File: src/rtl/pc_fetch.sv
// Program-counter fetch sequencer: IDLE/RUN/DONE control with stall, relative branch and halt.
// Optional PC_CYCLE_CTR_EN adds a saturating 16-bit RUN-cycle counter on port cycle_ctr.
module pc_fetch #(
  parameter int D = 12
) (
  input  logic         clk,
  input  logic         reset,
  input  logic         start,
  input  logic         stall,
  input  logic         branch_en,
  input  logic         branch_cond,
  input  logic [D-1:0] target,
  input  logic         halt,
  output logic [D-1:0] prog_ctr,
  output logic         fetch_valid,
`ifdef PC_CYCLE_CTR_EN
  output logic         done,
  output logic [15:0]  cycle_ctr
`else
  output logic         done
`endif
);

  typedef enum logic [1:0] {
    IDLE = 2'd0,
    RUN  = 2'd1,
    DONE = 2'd2
  } state_t;

  state_t         state, state_nx;
  logic [D-1:0]   pc_nx;
  logic           fv_nx;
  logic           done_nx;

  always_ff @(posedge clk or posedge reset) begin
    if (reset) begin
      state       <= IDLE;
      prog_ctr    <= '0;
      fetch_valid <= 1'b0;
      done        <= 1'b0;
    end else begin
      state       <= state_nx;
      prog_ctr    <= pc_nx;
      fetch_valid <= fv_nx;
      done        <= done_nx;
    end
  end

  // Outputs are registered: their next values are derived from the next state.
  always_comb begin
    state_nx = state;
    pc_nx    = prog_ctr;
    case (state)
      IDLE: begin
        if (start) begin
          state_nx = RUN;
          pc_nx    = '0;
        end
      end
      RUN: begin
        if (halt) begin
          state_nx = DONE;
        end else if (stall) begin
          pc_nx = prog_ctr;
        end else if (branch_en && branch_cond) begin
          pc_nx = prog_ctr + target;
        end else begin
          pc_nx = prog_ctr + D'(1);
        end
      end
      DONE: begin
        if (start) begin
          state_nx = RUN;
          pc_nx    = '0;
        end
      end
      default: begin
        state_nx = IDLE;
        pc_nx    = '0;
      end
    endcase
    fv_nx   = (state_nx == RUN);
    done_nx = (state_nx == DONE);
  end

`ifdef PC_CYCLE_CTR_EN
  always_ff @(posedge clk or posedge reset) begin
    if (reset) begin
      cycle_ctr <= '0;
    end else if (state != RUN && start) begin
      cycle_ctr <= '0;
    end else if (state == RUN && cycle_ctr != '1) begin
      cycle_ctr <= cycle_ctr + 16'd1;
    end
  end
`endif

endmodule

File: config.mk
export PLATFORM = sky130hd
export DESIGN_NAME = pc_fetch
export DESIGN_NICKNAME = d
export VERILOG_FILES = /design/src/rtl/pc_fetch.sv
export SDC_FILE = /design/constraint.sdc
export NUM_CORES = 1
export LEC_CHECK = 0
export ABC_AREA = 0
export CORE_ASPECT_RATIO = 0.7
export CORE_MARGIN = 3
export CORE_UTILIZATION = 40
export DETAILED_ROUTE_END_ITERATION = 12
export GPL_ROUTABILITY_DRIVEN = 1
export HOLD_SLACK_MARGIN = 0.05
export PLACE_DENSITY = 0.68
export SETUP_SLACK_MARGIN = 0.2
export SYNTH_ARGS = -nofsm -noshare
export SYNTH_HDL_FRONTEND = slang
export SYNTH_SLANG_ARGS = --single-unit
File: constraint.sdc
create_clock -name clk -period 2.35 [get_ports clk]
set_clock_uncertainty 0.1 [all_clocks]
set_input_delay 0.235 -clock clk [delete_from_list [all_inputs] [get_ports clk]]
set_output_delay 0.235 -clock clk [all_outputs]
set_load 0.03 [all_outputs]
Word level (Yosys, flattened, before mapping). Cells that the tools add are included.

Input port bits: 19. Register bits after elaboration: 16.

Equal/unequal tests: 7. Reductions and logical operators: 4. Multiplexer cells: 8. Add/sub/neg operators: 2.

Operators by type and width (number): 12-bit two-way mux (4); 12-bit case mux with 2 select lines (1); 12-bit by 1-bit adder with 12-bit output (second input constant) (1); 12-bit adder (1); 2-bit by 1-bit equality test with 1-bit output (second input constant) (2); 2-bit equality test (second input constant) (2); 2-bit two-way mux (2); 2-bit != test (second input constant) (2); 2-bit case mux with 2 select lines (1); 3-bit AND reduction (1); 2-bit zero test (1); 2-bit by 1-bit != test with 1-bit output (second input constant) (1); 2-bit OR reduction (1); 1-bit logical AND (1).

Logic depth before layout (Yosys ltp). Gate-level depths: netlist of the first run.

Word-level depth: 5. Depth in mapped cells: 9. Depth with buffers taken out: 8.

Worst setup path after synthesis of the first run. Ideal clock, no wire load.

Kind: register -> register. Start point: register prog_ctr[0]. End point: register prog_ctr[10]. Period minus slack after synthesis: 2257 ps. Arrival time: 2032 ps. Required time: 2124 ps. Library setup time: 126 ps. Setup slack: 93 ps. Stages on the path, launching flop included: 8. Cell sequence: dfrtp_1 ha_1 fa_1 a211oi_1 o21bai_1 a21oi_1 mux2i_1 nand2_1.

Longest elaborated chain between the ends: 5.

RTL lines: start: declaration (RTL line 14) `output logic [D-1:0] prog_ctr,`; start signal: assignment (RTL line 43) `prog_ctr <= pc_nx;`; 12-bit by 1-bit adder with 12-bit output or 12-bit adder (tied branches) (RTL line 68, 66); 12-bit two-way mux (*) (RTL line 65) `end else if (branch_en && branch_cond) begin`; 12-bit two-way mux (*) (RTL line 63) `end else if (stall) begin`; 12-bit two-way mux (*) (RTL line 61) `if (halt) begin`; 12-bit case mux with 2 select lines (*) (RTL line 53) `case (state)`.

Mark *: on every way between the ends. The rest lies on a longest branch, timed or not. The select of a mux whose other input is x is not followed. A chain may end at the register's enable or synchronous reset.

Worst setup path in the final report of the first run.
Start point: input port branch_en. End point: register prog_ctr[11].

Longest elaborated chain between the ends: 5.

RTL lines: start: declaration (RTL line 10) `input logic branch_en,`; 1-bit logical AND (RTL line 65); 12-bit two-way mux (RTL line 65); 12-bit two-way mux (RTL line 63); 12-bit two-way mux (RTL line 61); 12-bit case mux with 2 select lines (RTL line 53).

Every way passes these cells. The select of a mux whose other input is x is not followed.

==> results of run 1 <==
[state kept, by name (all words and copies together) (netlist names)]
register	count
done	1
fetch_valid	1
state	2
prog_ctr	12
[report_power, final]
group | internal (mW) | switching, mW | total [mW] | leakage (nW)
clock | 0.120 | 0.0982 | 0.218 | 0.0228
combinational | 0.158 | 0.184 | 0.342 | 0.629
sequential | 0.306 | 0.0287 | 0.334 | 0.215
[kinds of logic after synthesis]
logic type | Yosys count | share of synthesized area (%)
compound gates | 44 | 24.46
xor+xnor | 5 | 3.612
fa+ha+maj | 12 | 13.00
buf+inv | 11 | 3.509
flops | 16 | 33.02
mux | 2 | 1.651
simple gates | 49 | 20.74
[placed cells by master, fill, tap and decap left out, drive strengths merged, types with 2 or more instances in the layout]
cell type / Yosys / routed
mux2i: 2 / 2
dlygate4sd2: 0 / 3
o31ai: 2 / 2
xor2: 4 / 4
a21o: 4 / 4
nor2: 9 / 9
a22o: 2 / 2
o21ai: 12 / 12
and3: 10 / 10
buf: 1 / 24
a211oi: 4 / 4
clkdlybuf4s50: 0 / 29
a21oi: 5 / 5
nand3: 8 / 8
dfrtp: 16 / 16
o2111ai: 2 / 2
o22ai: 3 / 3
clkbuf: 7 / 4
nand2: 14 / 14
ha: 11 / 11
inv: 3 / 3
[per-stage QoR]
step | TNS (ns) | worst slack, ns | power, mW | util [%]
floorplan | 0 | 0.2017 | 0.5081 | -
global placement | -0.9703 | -0.1807 | 0.6578 | 61.09
detailed placement | -1.305 | -0.2419 | 0.6669 | 61.09
CTS | 0 | 0.2320 | 0.8952 | 63.86
global route | 0 | 0.1759 | 0.9431 | 64.44
finish | 0 | 0.2636 | 0.8952 | 64.44
[layout make-up]
cell class              count  area share, %
clock buffers               4          2.459
inverters                   3         0.6148
multi-input cells         112          45.01
flip-flops and latches     16          21.93
well taps                  36          2.459
repair buffers             56          27.53
[routing by layer]
layer | share of wire (%) | wire length (um)
met1 | 49 | 1804
met2 | 44 | 1625
met3 | 6.7 | 250
met4 | 0.84 | 31
met5 | 0 | 0
[worst max path at each step]
stage / end / slack (ns)
floorplan: prog_ctr[8] / 0.20
global placement: prog_ctr[9] / -0.18
detailed placement: prog_ctr[8] / -0.24
CTS: prog_ctr[7] / 0.23
global route: prog_ctr[7] / 0.18
finish: prog_ctr[11] / 0.26
[timing repair]
action / CTS / global route
endpoints found under the setup margin: 7 / 7
pin swaps: 9 / 4
hold buffers: 0 / 0
resized for setup: 10 / 5
endpoints found under the hold margin: 0 / 0
==> results.py, run 1 <==
metrics = {
    "power": {
        "powerDensity_nw_per_um2": 488.7,
        "ir_drop_v": 0.0003365,
        "cellLeakagePower_nw": 0.8662,
    },
    "die": {
        "initial_utilization_pct": 42.65,
        "core_area_um2": 2843,
        "die_x_um": 71.81,
        "num_rows": 16,
        "ios": 33,
        "dieArea_um2": 3738,
        "fp.dieH_um": 52.06,
    },
    "setup_path": {
        "critPathMaxStageDelay_ns": 0.42,
        "path_cells": "dlygate4sd2_1 -> buf_6 -> and3_1 -> ha_1 -> a21oi_1 -> o211ai_1 -> a2111oi_0 -> mux2i_1 -> nand3_1",
        "crit_cells": 9,
        "crit_fanout": 9,
        "crit_arrival_ns": 2.17,
        "crit_type": "in2reg",
        "cp_top_family": "compound AO/OA/AOI/OAI gates",
        "critPathCaptureType": "flop",
        "startpoint_type": "input port",
        "r2r_end": "prog_ctr[6]",
        "r2r_slack_ns": 0.28,
        "crit_required_ns": 2.44,
        "worst-path-buf-inv": 2,
        "critPathLaunch": "branch_en",
        "critical-path-slowest-cell": "a2111oi_0",
        "ff2ff_path_depth": 7,
        "r2r-start": "prog_ctr[0]",
    },
    "final_layout": {
        "seq_area_um2": 401.6,
        "fill_cells": 245,
        "n_antenna_cell": 0,
        "area_delta_synth_final_pct": 51.08,
        "final_nets": 223,
        "post-route-cell-area_um2": 1832,
        "final_cell_count_no_fill": 227,
        "drive_gt1_share_pct": 20.42,
        "multi_input_area_um2": 824.5,
    },
    "yosys": {
        "synthDistinctLibCells": 40,
        "async_reset_ff_share_pct": 100.0,
        "yosys.area.top_type_share_pct": 33.02,
        "yosysWarnings": 0,
        "dominantRegCellSynth": "dfrtp_1",
        "yosysSeqAreaShare_pct": 33.02,
        "synth_area_um2": 1212,
        "netlist_instances": 139,
        "syn_avg_cell_area_um2": 8.722,
        "synth_area_leaders": "dfrtp_1, ha_1, and3_1, nand2_1, o21ai_0",
        "yosysTopAreaCell": "dfrtp_1",
        "synth_edf_count": 0,
        "yosysMostFrequentCell": "dfrtp_1",
        "synth_seq_cells": 16,
        "syn_nets": 170,
        "synth_common_cells": "dfrtp_1, nand2_1, ha_1",
    },
    "min_path": {
        "hold_path.class": "in2async",
    },
    "routing": {
        "num_vias": 1292,
        "drtPass1Iterations": 4,
        "routed_wl_um": 3712,
        "via_per_inst": 5.692,
        "detail-route-antenna-nets": 0,
        "drc": 0,
        "post_drt_wl_per_cell_um": 16.35,
        "drt_iter0_drc": 104,
    },
    "placement": {
        "place_congestion": 0.9574,
        "place_area_um2": 1737,
        "port-buffer-count": 32,
        "post-place-cells": 223,
        "hpwl_um": 2844,
    },
    "sta": {
        "maxSlewHeadroom_pct": 55.62,
        "rsz0062_at_grt": "true",
        "hold-worst-slack_ns": 0.2873,
        "final.min_clock_period_ns": 2.086,
        "setup_violations": 0,
        "hold_viol_final": 0,
        "tightestPinTransition_ns": 0.6650,
        "slew_violations": 0,
        "timing.fmax_mhz": 479.3,
        "finalCritPeriodShare_pct": 88.78,
    },
    "grt": {
        "grt_pass1_vias": 1265,
        "grt_overflow_total": 0,
        "grt_first_pass_wirelength_um": 5940,
        "grt_util_met1_pct": 29.75,
        "antenna_found_initial": 0,
        "met3_usage_pct": 4.633,
        "top_usage_layer": "met2",
        "grtUsageMet2_pct": 32.16,
        "track_usage_pct": 20.88,
        "grt_max_degree": 17,
    },
    "clocking": {
        "cts_root_buf": "clkbuf_8",
        "post_cts_buffers": 0,
        "cts_sinks": 16,
        "clk_pin_slew_ns": 0.06,
        "clockBufferDepth": 2,
        "clk_latency_ns": 0.25,
        "cts_inserted_buffers": 3,
        "htree_levels": 1,
        "cts_tree": "yes",
    },
    "run_status": {
        "outcome": "completed",
    },
    "flow_run": {
        "maxCapViolCount": 0,
    },
}
No activity file was read; power rests on OpenSTA's default activity.
==> run 2, diff against run 1 <==
--- a/config.mk
+++ b/config.mk
@@ -14,6 +14,7 @@
 export HOLD_SLACK_MARGIN = 0.05
 export PLACE_DENSITY = 0.68
 export SETUP_SLACK_MARGIN = 0.2
+export SKIP_CTS_REPAIR_TIMING = 1
 export SYNTH_ARGS = -nofsm -noshare
 export SYNTH_HDL_FRONTEND = slang
 export SYNTH_SLANG_ARGS = --single-unit
==> run 2 against run 1 <==
Hold slack gained 0.0046 ns; non-clock buffer count grew 3; first-iteration DRC count shrank 2.9%; sequential cell count is the same; die area is the same; largest power group unchanged; highest routed layer unchanged; final area grew 4.0%; count of clock-buffer cells in the layout is the same; combinational power grew 6%.
==> results.py, run 2 (synthesized netlist as in run 1, its figures left out) <==
metrics = {
    "sta": {
        "setup_violations": 0,
        "slew_violations": 0,
        "hold_viol_final": 0,
        "hold-worst-slack_ns": 0.2919,
        "tightestPinTransition_ns": 0.6758,
        "fin_tns_setup_ns": 0,
        "maxSlewHeadroom_pct": 54.90,
        "final.setup.worst_slack_ns": 0.2704,
        "final.min_clock_period_ns": 2.080,
        "finalCritPeriodShare_pct": 88.49,
        "timing.fmax_mhz": 480.9,
        "rsz0062_at_grt": "false",
    },
    "die": {
        "dieArea_um2": 3738,
        "core_area_um2": 2843,
        "die_x_um": 71.81,
        "fp.dieH_um": 52.06,
        "num_rows": 16,
        "ios": 33,
        "initial_utilization_pct": 42.65,
    },
    "routing": {
        "post_drt_wl_per_cell_um": 16.72,
        "routed_wl_um": 3846,
        "drc": 0,
        "drtPass1Iterations": 4,
        "num_vias": 1302,
        "detail-route-antenna-nets": 0,
        "drt_iter0_drc": 101,
        "via_per_inst": 5.661,
    },
    "placement": {
        "dp_slack_ns": -0.2419,
        "place_area_um2": 1737,
        "hpwl_um": 2844,
        "port-buffer-count": 32,
        "place_congestion": 0.9574,
        "post-place-cells": 223,
    },
    "final_layout": {
        "fill_cells": 237,
        "regMostFlops": "prog_ctr",
        "largest_reg_flops": 12,
        "final_nets": 226,
        "drive_gt1_share_pct": 24.23,
        "area_delta_synth_final_pct": 57.17,
        "top_regs": "prog_ctr (12), state (2)",
        "final_cell_count_no_fill": 230,
        "most-common-layout-cells": "clkdlybuf4s50_1, buf_4, dfrtp_1, nand2_1",
        "post-route-cell-area_um2": 1906,
        "final_common_cell": "clkdlybuf4s50_1",
        "n_antenna_cell": 0,
        "utilization_pct": 67.03,
    },
    "setup_path": {
        "crit_required_ns": 2.39,
        "crit_fanout": 3,
        "path_cells": "ha_2 -> fa_2 -> a211oi_4 -> o21bai_2 -> a21oi_2 -> xor2_1 -> o21ai_1",
        "crit_arrival_ns": 2.12,
        "worst-path-buf-inv": 0,
        "startpoint_type": "flop",
        "cp_top_family": "compound AO/OA/AOI/OAI gates",
        "critical-path-slowest-cell": "dfrtp_2",
        "critPathCaptureType": "flop",
        "crit_type": "reg2reg",
        "critPathMaxStageDelay_ns": 0.42,
    },
    "power": {
        "cellLeakagePower_nw": 0.9087,
        "power_mw": 0.9137,
        "ir_drop_v": 0.0003486,
        "powerDensity_nw_per_um2": 479.5,
    },
    "flow_run": {
        "maxCapViolCount": 0,
    },
    "grt": {
        "track_usage_pct": 20.51,
        "grt_first_pass_wirelength_um": 5851,
        "grt_pass1_vias": 1250,
        "antenna_found_initial": 0,
        "grt_max_degree": 17,
        "grt_overflow_total": 0,
    },
    "clocking": {
        "cts_sinks": 16,
        "cts_tree": "yes",
        "clk_latency_ns": 0.25,
        "clk_pin_slew_ns": 0.06,
        "htree_levels": 1,
        "clockBufferDepth": 2,
        "cts_root_buf": "clkbuf_8",
        "cts_inserted_buffers": 3,
    },
    "min_path": {
        "hold_path.class": "in2async",
    },
    "run_status": {
        "outcome": "completed",
    },
}
==> run 2: cell types whose count changed in the layout (fill, tap and decap cells not counted), sizes merged <==
cell	change
buf	+3
dlygate4sd2	-3
dlymetal6s2s	+3
==> run 2: where the power goes <==
part	leakage [nW]	internal (mW)	switching [mW]
Combinational	0.671	0.169	0.192
Sequential	0.215	0.306	0.0290
Clock	0.0228	0.120	0.0979
Total	0.909	0.595	0.319
==> run 2: path summary, 6_finish.rpt <==
path,to,depth (start not counted),from,slack [ns]
min in group clk,prog_ctr[0],4,target[0],0.43
worst min register to register,prog_ctr[8],2,prog_ctr[8],0.43
max in group asynchronous,prog_ctr[0],2,reset,1.39
worst min-delay path,prog_ctr[11],2,reset,0.29
worst max register to register,prog_ctr[6],7,prog_ctr[0],0.27
worst max-delay path,prog_ctr[6],7,prog_ctr[0],0.27
==> run 2: final cells by class <==
cell class	instances	area, um2	area share, %
clock buffer	4	45.04	2.364
multi-input combinational	112	864.6	45.37
inverter	3	11.26	0.5909
tap	36	45.04	2.364
sequential	16	401.6	21.08
timing repair buffer	59	538.0	28.23
==> run 2: routing by layer <==
layer / part of all wire (%) / up-vias / track usage (%) / wire [um]
met3: 5.6 / 2 / 4.633 / 215
met2: 46 / 38 / 31.10 / 1757
met5: 0 / - / 0 / 0
met1: 48 / 627 / 29.63 / 1852
li1: - / 635 / - / -
met4: 0.55 / 0 / 4.375 / 21
==> edit 1: new RTL, config.mk and constraints of run 1 <==
The option `PC_CYCLE_CTR_EN` is turned on by a define.
--- a/src/rtl/pc_fetch.sv
+++ b/src/rtl/pc_fetch.sv
@@ -1,5 +1,7 @@
 // Program-counter fetch sequencer: IDLE/RUN/DONE control with stall, relative branch and halt.
 // Optional PC_CYCLE_CTR_EN adds a saturating 16-bit RUN-cycle counter on port cycle_ctr.
+`define PC_CYCLE_CTR_EN
+
 module pc_fetch #(
   parameter int D = 12
 ) (
Check against the original RTL (old outputs only; new: cycle_ctr): equivalent (Yosys induction, for registers that start in step).
==> edit 1 against run 1 <==
- register-to-register slack got worse by 0.04 ns
- sequential cell count rose by 16
- combinational power rose by 41%
- wire length rose by 47%
- count of clock-buffer cells in the layout rose by 3
- global-route usage fell by 2.2 points
- design area rose by 65%
- utilization rose by 1.8 points
- area after synthesis rose by 64%
- die area rose by 57%
- synthesized cell count rose by 49%
- sequential power rose by 91%
- worst setup slack got worse by 0.020 ns
- power rose by 77%
- largest power group is now sequential cells
==> edit 1: results (changes against run 1) <==
- The actual transition at the worst max-transition pin is 0.423 ns (was 0.665 ns).
- Most frequent cells after synthesis: sky130_fd_sc_hd__dfrtp_1, sky130_fd_sc_hd__nand2_1, sky130_fd_sc_hd__and3_1 (was sky130_fd_sc_hd__dfrtp_1, sky130_fd_sc_hd__nand2_1, sky130_fd_sc_hd__ha_1).
- The H-tree depth was 2 (was 1).
- The parity-gate share of the synthesized area counting xor and xnor cells is 4.41% (was 3.61%).
- The met2 track demand over resource in global routing is 26.7% (was 32.2%).
- The clock buffer count from CTS was 5 (was 3).
- The amount of wire on met2 after detailed routing is 2320 µm (was 1630 µm).
- The standby leakage power was 1.37 nW (was 0.866 nW).
- The power consumed by the clock network is 0.465 mW (was 0.218 mW).
- The via count is 1864 (was 1292).
- The number of setup buffers added after CTS was 5 (was 0).
- The average via count per standard cell is 5.28 (was 5.69).
- The global placement routability congestion is 0.843 (was 0.957).
- The largest net degree at the start of global routing came to 33 (was 17).
- Regs by FF count: cycle_ctr: 16 flops, prog_ctr: 12 flops, state: 2 flops (was prog_ctr: 12 flops, state: 2 flops).
- The distinct cell type count after synthesis is 43 (was 40).
- The global-route wire length before repair is 8760 µm (was 5940 µm).
- The total length of routed wires is 5460 µm (was 3710 µm).
- The maximum vdd ir drop is 0.000407 V (was 0.000337 V).
- The layout filler cell count was 382 (was 245).
- The proportion of synthesized chip area in sequential cells is 40.3% (was 33.0%).
- The clock network contribution to total cell area is 3.19% (was 2.46%).
- The sequential fraction of total cell area is 26.6% (was 21.9%).
- The number of non-clock inverters is 5 (was 3).
- The power in combinational cells is 0.481 mW (was 0.342 mW).
- The synthesized netlist net count was 239 (was 170).
- The number of port buffers is 48 (was 32).
- The buffer count excluding the clock tree in the final layout is 80 (was 56).
- The fraction of met1 tracks used by global routing came to 28.1% (was 29.8%).
- The fraction of area in non-clock buffers was 23.7% (was 27.5%).
- Outcome: complete, no violations (unchanged).
- The footprint of the multi-input gates is 0.00130 mm² (was 825 µm²).
- The aggregate global-route resource usage was 18.6% (was 20.9%).
- The number of multi-input combinational cells is 163 (was 112).
- The net switching power is 0.509 mW (was 0.311 mW).
- The maximum fanout along the worst path is 3 (was 9).
- Top area cells in the synthesized netlist: sky130_fd_sc_hd__dfrtp_1, sky130_fd_sc_hd__ha_1, sky130_fd_sc_hd__a22o_1 (was sky130_fd_sc_hd__dfrtp_1, sky130_fd_sc_hd__ha_1, sky130_fd_sc_hd__and3_1).
- The synthesized-area fraction occupied by adder cells is 8.56% (was 13.0%).
-- edit 1: cell types whose count changed after synthesis, moves of 5 or more --
cell	delta
sky130_fd_sc_hd__dfrtp_1	+16
sky130_fd_sc_hd__mux2i_1	+5
sky130_fd_sc_hd__a21oi_1	+5
sky130_fd_sc_hd__and3_1	+8
sky130_fd_sc_hd__a22o_1	+12
sky130_fd_sc_hd__nand2_1	+6
-- edit 1: logic make-up after synthesis --
family,count (synthesis)
adders and majority gates,13
AOI/OAI and AO/OA,53
buffers and inverters,12
muxes,8
DFF,32
xor gates and xnor gates,10
and+or+nand+nor,79
-- edit 1: critical path, cell delays in order, from the launching register on --
cell and delay, ns:
sky130_fd_sc_hd__dfrtp_2 0.42, sky130_fd_sc_hd__ha_2 0.19, sky130_fd_sc_hd__fa_2 0.37, sky130_fd_sc_hd__a21oi_4 0.17, sky130_fd_sc_hd__o21ai_2 0.09, sky130_fd_sc_hd__a21oi_2 0.22, sky130_fd_sc_hd__o21ai_2 0.10, sky130_fd_sc_hd__xor2_1 0.14
sky130_fd_sc_hd__a22o_1 0.19
-- edit 1: path summary, 6_finish.rpt --
check	slack (ns)	cells after the start	startpoint	to
min in group clk	0.40	4	branch_en	prog_ctr[0]$_DFFE_PP0P_
max reg2reg	0.24	8	prog_ctr[0]$_DFFE_PP0P_	prog_ctr[10]$_DFFE_PP0P_
max in group asynchronous	1.57	3	reset	prog_ctr[0]$_DFFE_PP0P_
min	0.25	3	reset	prog_ctr[6]$_DFFE_PP0P_
min reg2reg	0.43	1	cycle_ctr[7]$_DFFE_PP0P_	cycle_ctr[7]$_DFFE_PP0P_
max	0.24	8	prog_ctr[0]$_DFFE_PP0P_	prog_ctr[10]$_DFFE_PP0P_
==> edit 2: new RTL, flow settings as in run 1 <==
Made on the original files. Encoding of `state_t`: now one-hot (3 bits for 3 states).
--- a/src/rtl/pc_fetch.sv
+++ b/src/rtl/pc_fetch.sv
@@ -21,10 +21,10 @@
 `endif
 );
 
-  typedef enum logic [1:0] {
-    IDLE = 2'd0,
-    RUN  = 2'd1,
-    DONE = 2'd2
+  typedef enum logic [2:0] {
+    IDLE = 3'b001,
+    RUN  = 3'b010,
+    DONE = 3'b100
   } state_t;
 
   state_t         state, state_nx;
Formal check against the unedited RTL: no difference found for any inputs over 10 cycles, from zero or initial values and one cycle with reset high; not proved beyond that.
==> edit 2 against run 1 <==
- non-clock buffer count is 16 higher
- power increased by 6.9%
- worst setup slack lost 0.19 ns
- sequential share of layout area is 2.1 points lower
- wire length increased by 4.2%
- design area increased by 19%
- count of clock-buffer cells in the layout did not move
- area after synthesis up 6.3%
- sequential cell count up 1
==> edit 2: results (changes against run 1) <==
- Outcome: complete, no violations (unchanged).
- The synthesized netlist net count came to 165 (was 170).
- The endpoint of the lowest-slack register-to-register path is prog_ctr[11]$_DFFE_PP0P_ (was prog_ctr[6]$_DFFE_PP0P_).
- The maximum fanout along the worst path is 2 (was 9).
- The proportion of synthesized chip area in sequential cells came to 33.1% (was 33.0%).
- The layout filler cell count is 218 (was 245).
- The global placement routability congestion was 0.916 (was 0.957).
- The via count is 1316 (was 1292).
- The parity-gate share of the synthesized area counting xor and xnor cells was 5.44% (was 3.61%).
- Most frequent cells after synthesis: sky130_fd_sc_hd__dfrtp_1, sky130_fd_sc_hd__and3_1, sky130_fd_sc_hd__ha_1 (was sky130_fd_sc_hd__dfrtp_1, sky130_fd_sc_hd__nand2_1, sky130_fd_sc_hd__ha_1).
- The worst reg-to-reg setup slack is 0.08 ns (was 0.28 ns).
- The via count of the first global-routing pass is 1379 (was 1265).
- The compound-gate portion of the synthesized area is 26.1% (was 24.5%).
- The ratio of cells with drive above 1 in the final layout was 41.7% (was 20.4%).
- The total iterations of the first detailed-routing run came to 4 (unchanged).
- The synthesized-area fraction occupied by adder cells came to 12.2% (was 13.0%).
- The half-perimeter wire length after detailed placement was 2650 µm (was 2840 µm).
- Regs by FF count: prog_ctr: 12 flops, state: 3 flops (was prog_ctr: 12 flops, state: 2 flops).
- The aggregate global-route resource usage is 22.1% (was 20.9%).
- The multiplexer share of the synthesized area came to 1.65% (about the same).
- The number of placed cells counting well taps came to 219 (was 223).
- The standby leakage power is 1.02 nW (was 0.866 nW).
- The maximum vdd ir drop came to 0.000333 V (was 0.000337 V).
- The largest net degree at the start of global routing came to 18 (was 17).
- The net switching power is 0.340 mW (was 0.311 mW).
- The worst-case setup slack after placement is -0.655 ns (was -0.242 ns).
- The signal arrival time at the worst endpoint is 2.37 ns (was 2.17 ns).
- The global-route wire length before repair is 6500 µm (was 5940 µm).
- The number of instances in the synthesized netlist came to 134 (was 139).
- The launch point of the critical path was target[4] (was branch_en).
- The average via count per standard cell came to 5.48 (was 5.69).
-- edit 2: per-stage QoR --
step / cell area [µm²] / hold WS [ns] / utilization, % / TNS (ns) / power (mW)
floorplan: 1390 / 0.0601 / - / -0.0193 / 0.581
global placement: 1870 / 0.408 / 63.6 / -3.17 / 0.701
detailed placement: 1870 / 0.419 / 63.6 / -3.60 / 0.709
CTS: 2130 / 0.314 / 72.5 / -0.0515 / 0.958
global route: 2180 / 0.341 / 74.0 / -0.0155 / 1.02
finish: 2180 / 0.281 / 74.0 / 0 / 0.957
-- edit 2: timing repair --
item,4_1_cts,5_1_grt
pin swaps,29,10
hold buffers,0,0
cloned,0,0
gates resized for setup,44,6
setup buffers,14,3
setup endpoints to repair,8,6
-- edit 2: final cells by class --
type | count | area share [%]
Timing Repair Buffer | 72 | 28.6
Sequential cell | 17 | 19.8
Multi-Input combinational cell | 105 | 46.4
Inverter | 6 | 1.03
Clock buffer | 4 | 2.07
Tap cell | 36 | 2.07
-- edit 2: critical path, stage by stage --
cell,delay (ns)
sky130_fd_sc_hd__clkdlybuf4s50_1,0.48
sky130_fd_sc_hd__and3_1,0.17
sky130_fd_sc_hd__ha_2,0.27
sky130_fd_sc_hd__o21a_1,0.21
sky130_fd_sc_hd__a2111oi_4,0.33
sky130_fd_sc_hd__nor3_2,0.09
sky130_fd_sc_hd__or4b_1,0.50
sky130_fd_sc_hd__nand3_1,0.08
-- edit 2: power by group through the flow --
stage          combinational (mW)  sequential (mW)  clock [mW]
5_1_grt                     0.379            0.387       0.251
2_1_floorplan               0.181            0.400           0
3_3_place_gp                0.318            0.383           0
4_1_cts                     0.344            0.380       0.234
3_5_place_dp                0.324            0.385           0
6_report                    0.348            0.380       0.229
-- edit 2: layer usage --
metal	up-vias	routed length, µm	track usage, %	part of all wire, %
met5	-	0	0	0
met3	8	178	5.50	4.6
met4	0	57	5.72	1.5
met2	41	1820	37.8	47
li1	649	-	-	-
met1	618	1810	27.6	47
-- edit 2: how the worst max path moves through the flow --
stage	end	depth (start not counted)
2_1_floorplan	prog_ctr[11]$_DFFE_PP0P_	10
3_3_place_gp	prog_ctr[11]$_DFFE_PP0P_	9
3_5_place_dp	prog_ctr[11]$_DFFE_PP0P_	9
4_1_cts	prog_ctr[11]$_DFFE_PP0P_	7
5_1_grt	prog_ctr[11]$_DFFE_PP0P_	7
6_report	prog_ctr[11]$_DFFE_PP0P_	8
-- edit 2: cell families (layout without fill, tap and decap cells) --
group | Yosys count | after routing
compound gates | 45 | 45
simple gates | 38 | 38
flops | 17 | 17
fa+ha+maj | 12 | 12
buf+inv | 12 | 82
xor+xnor | 8 | 8
mux | 2 | 2
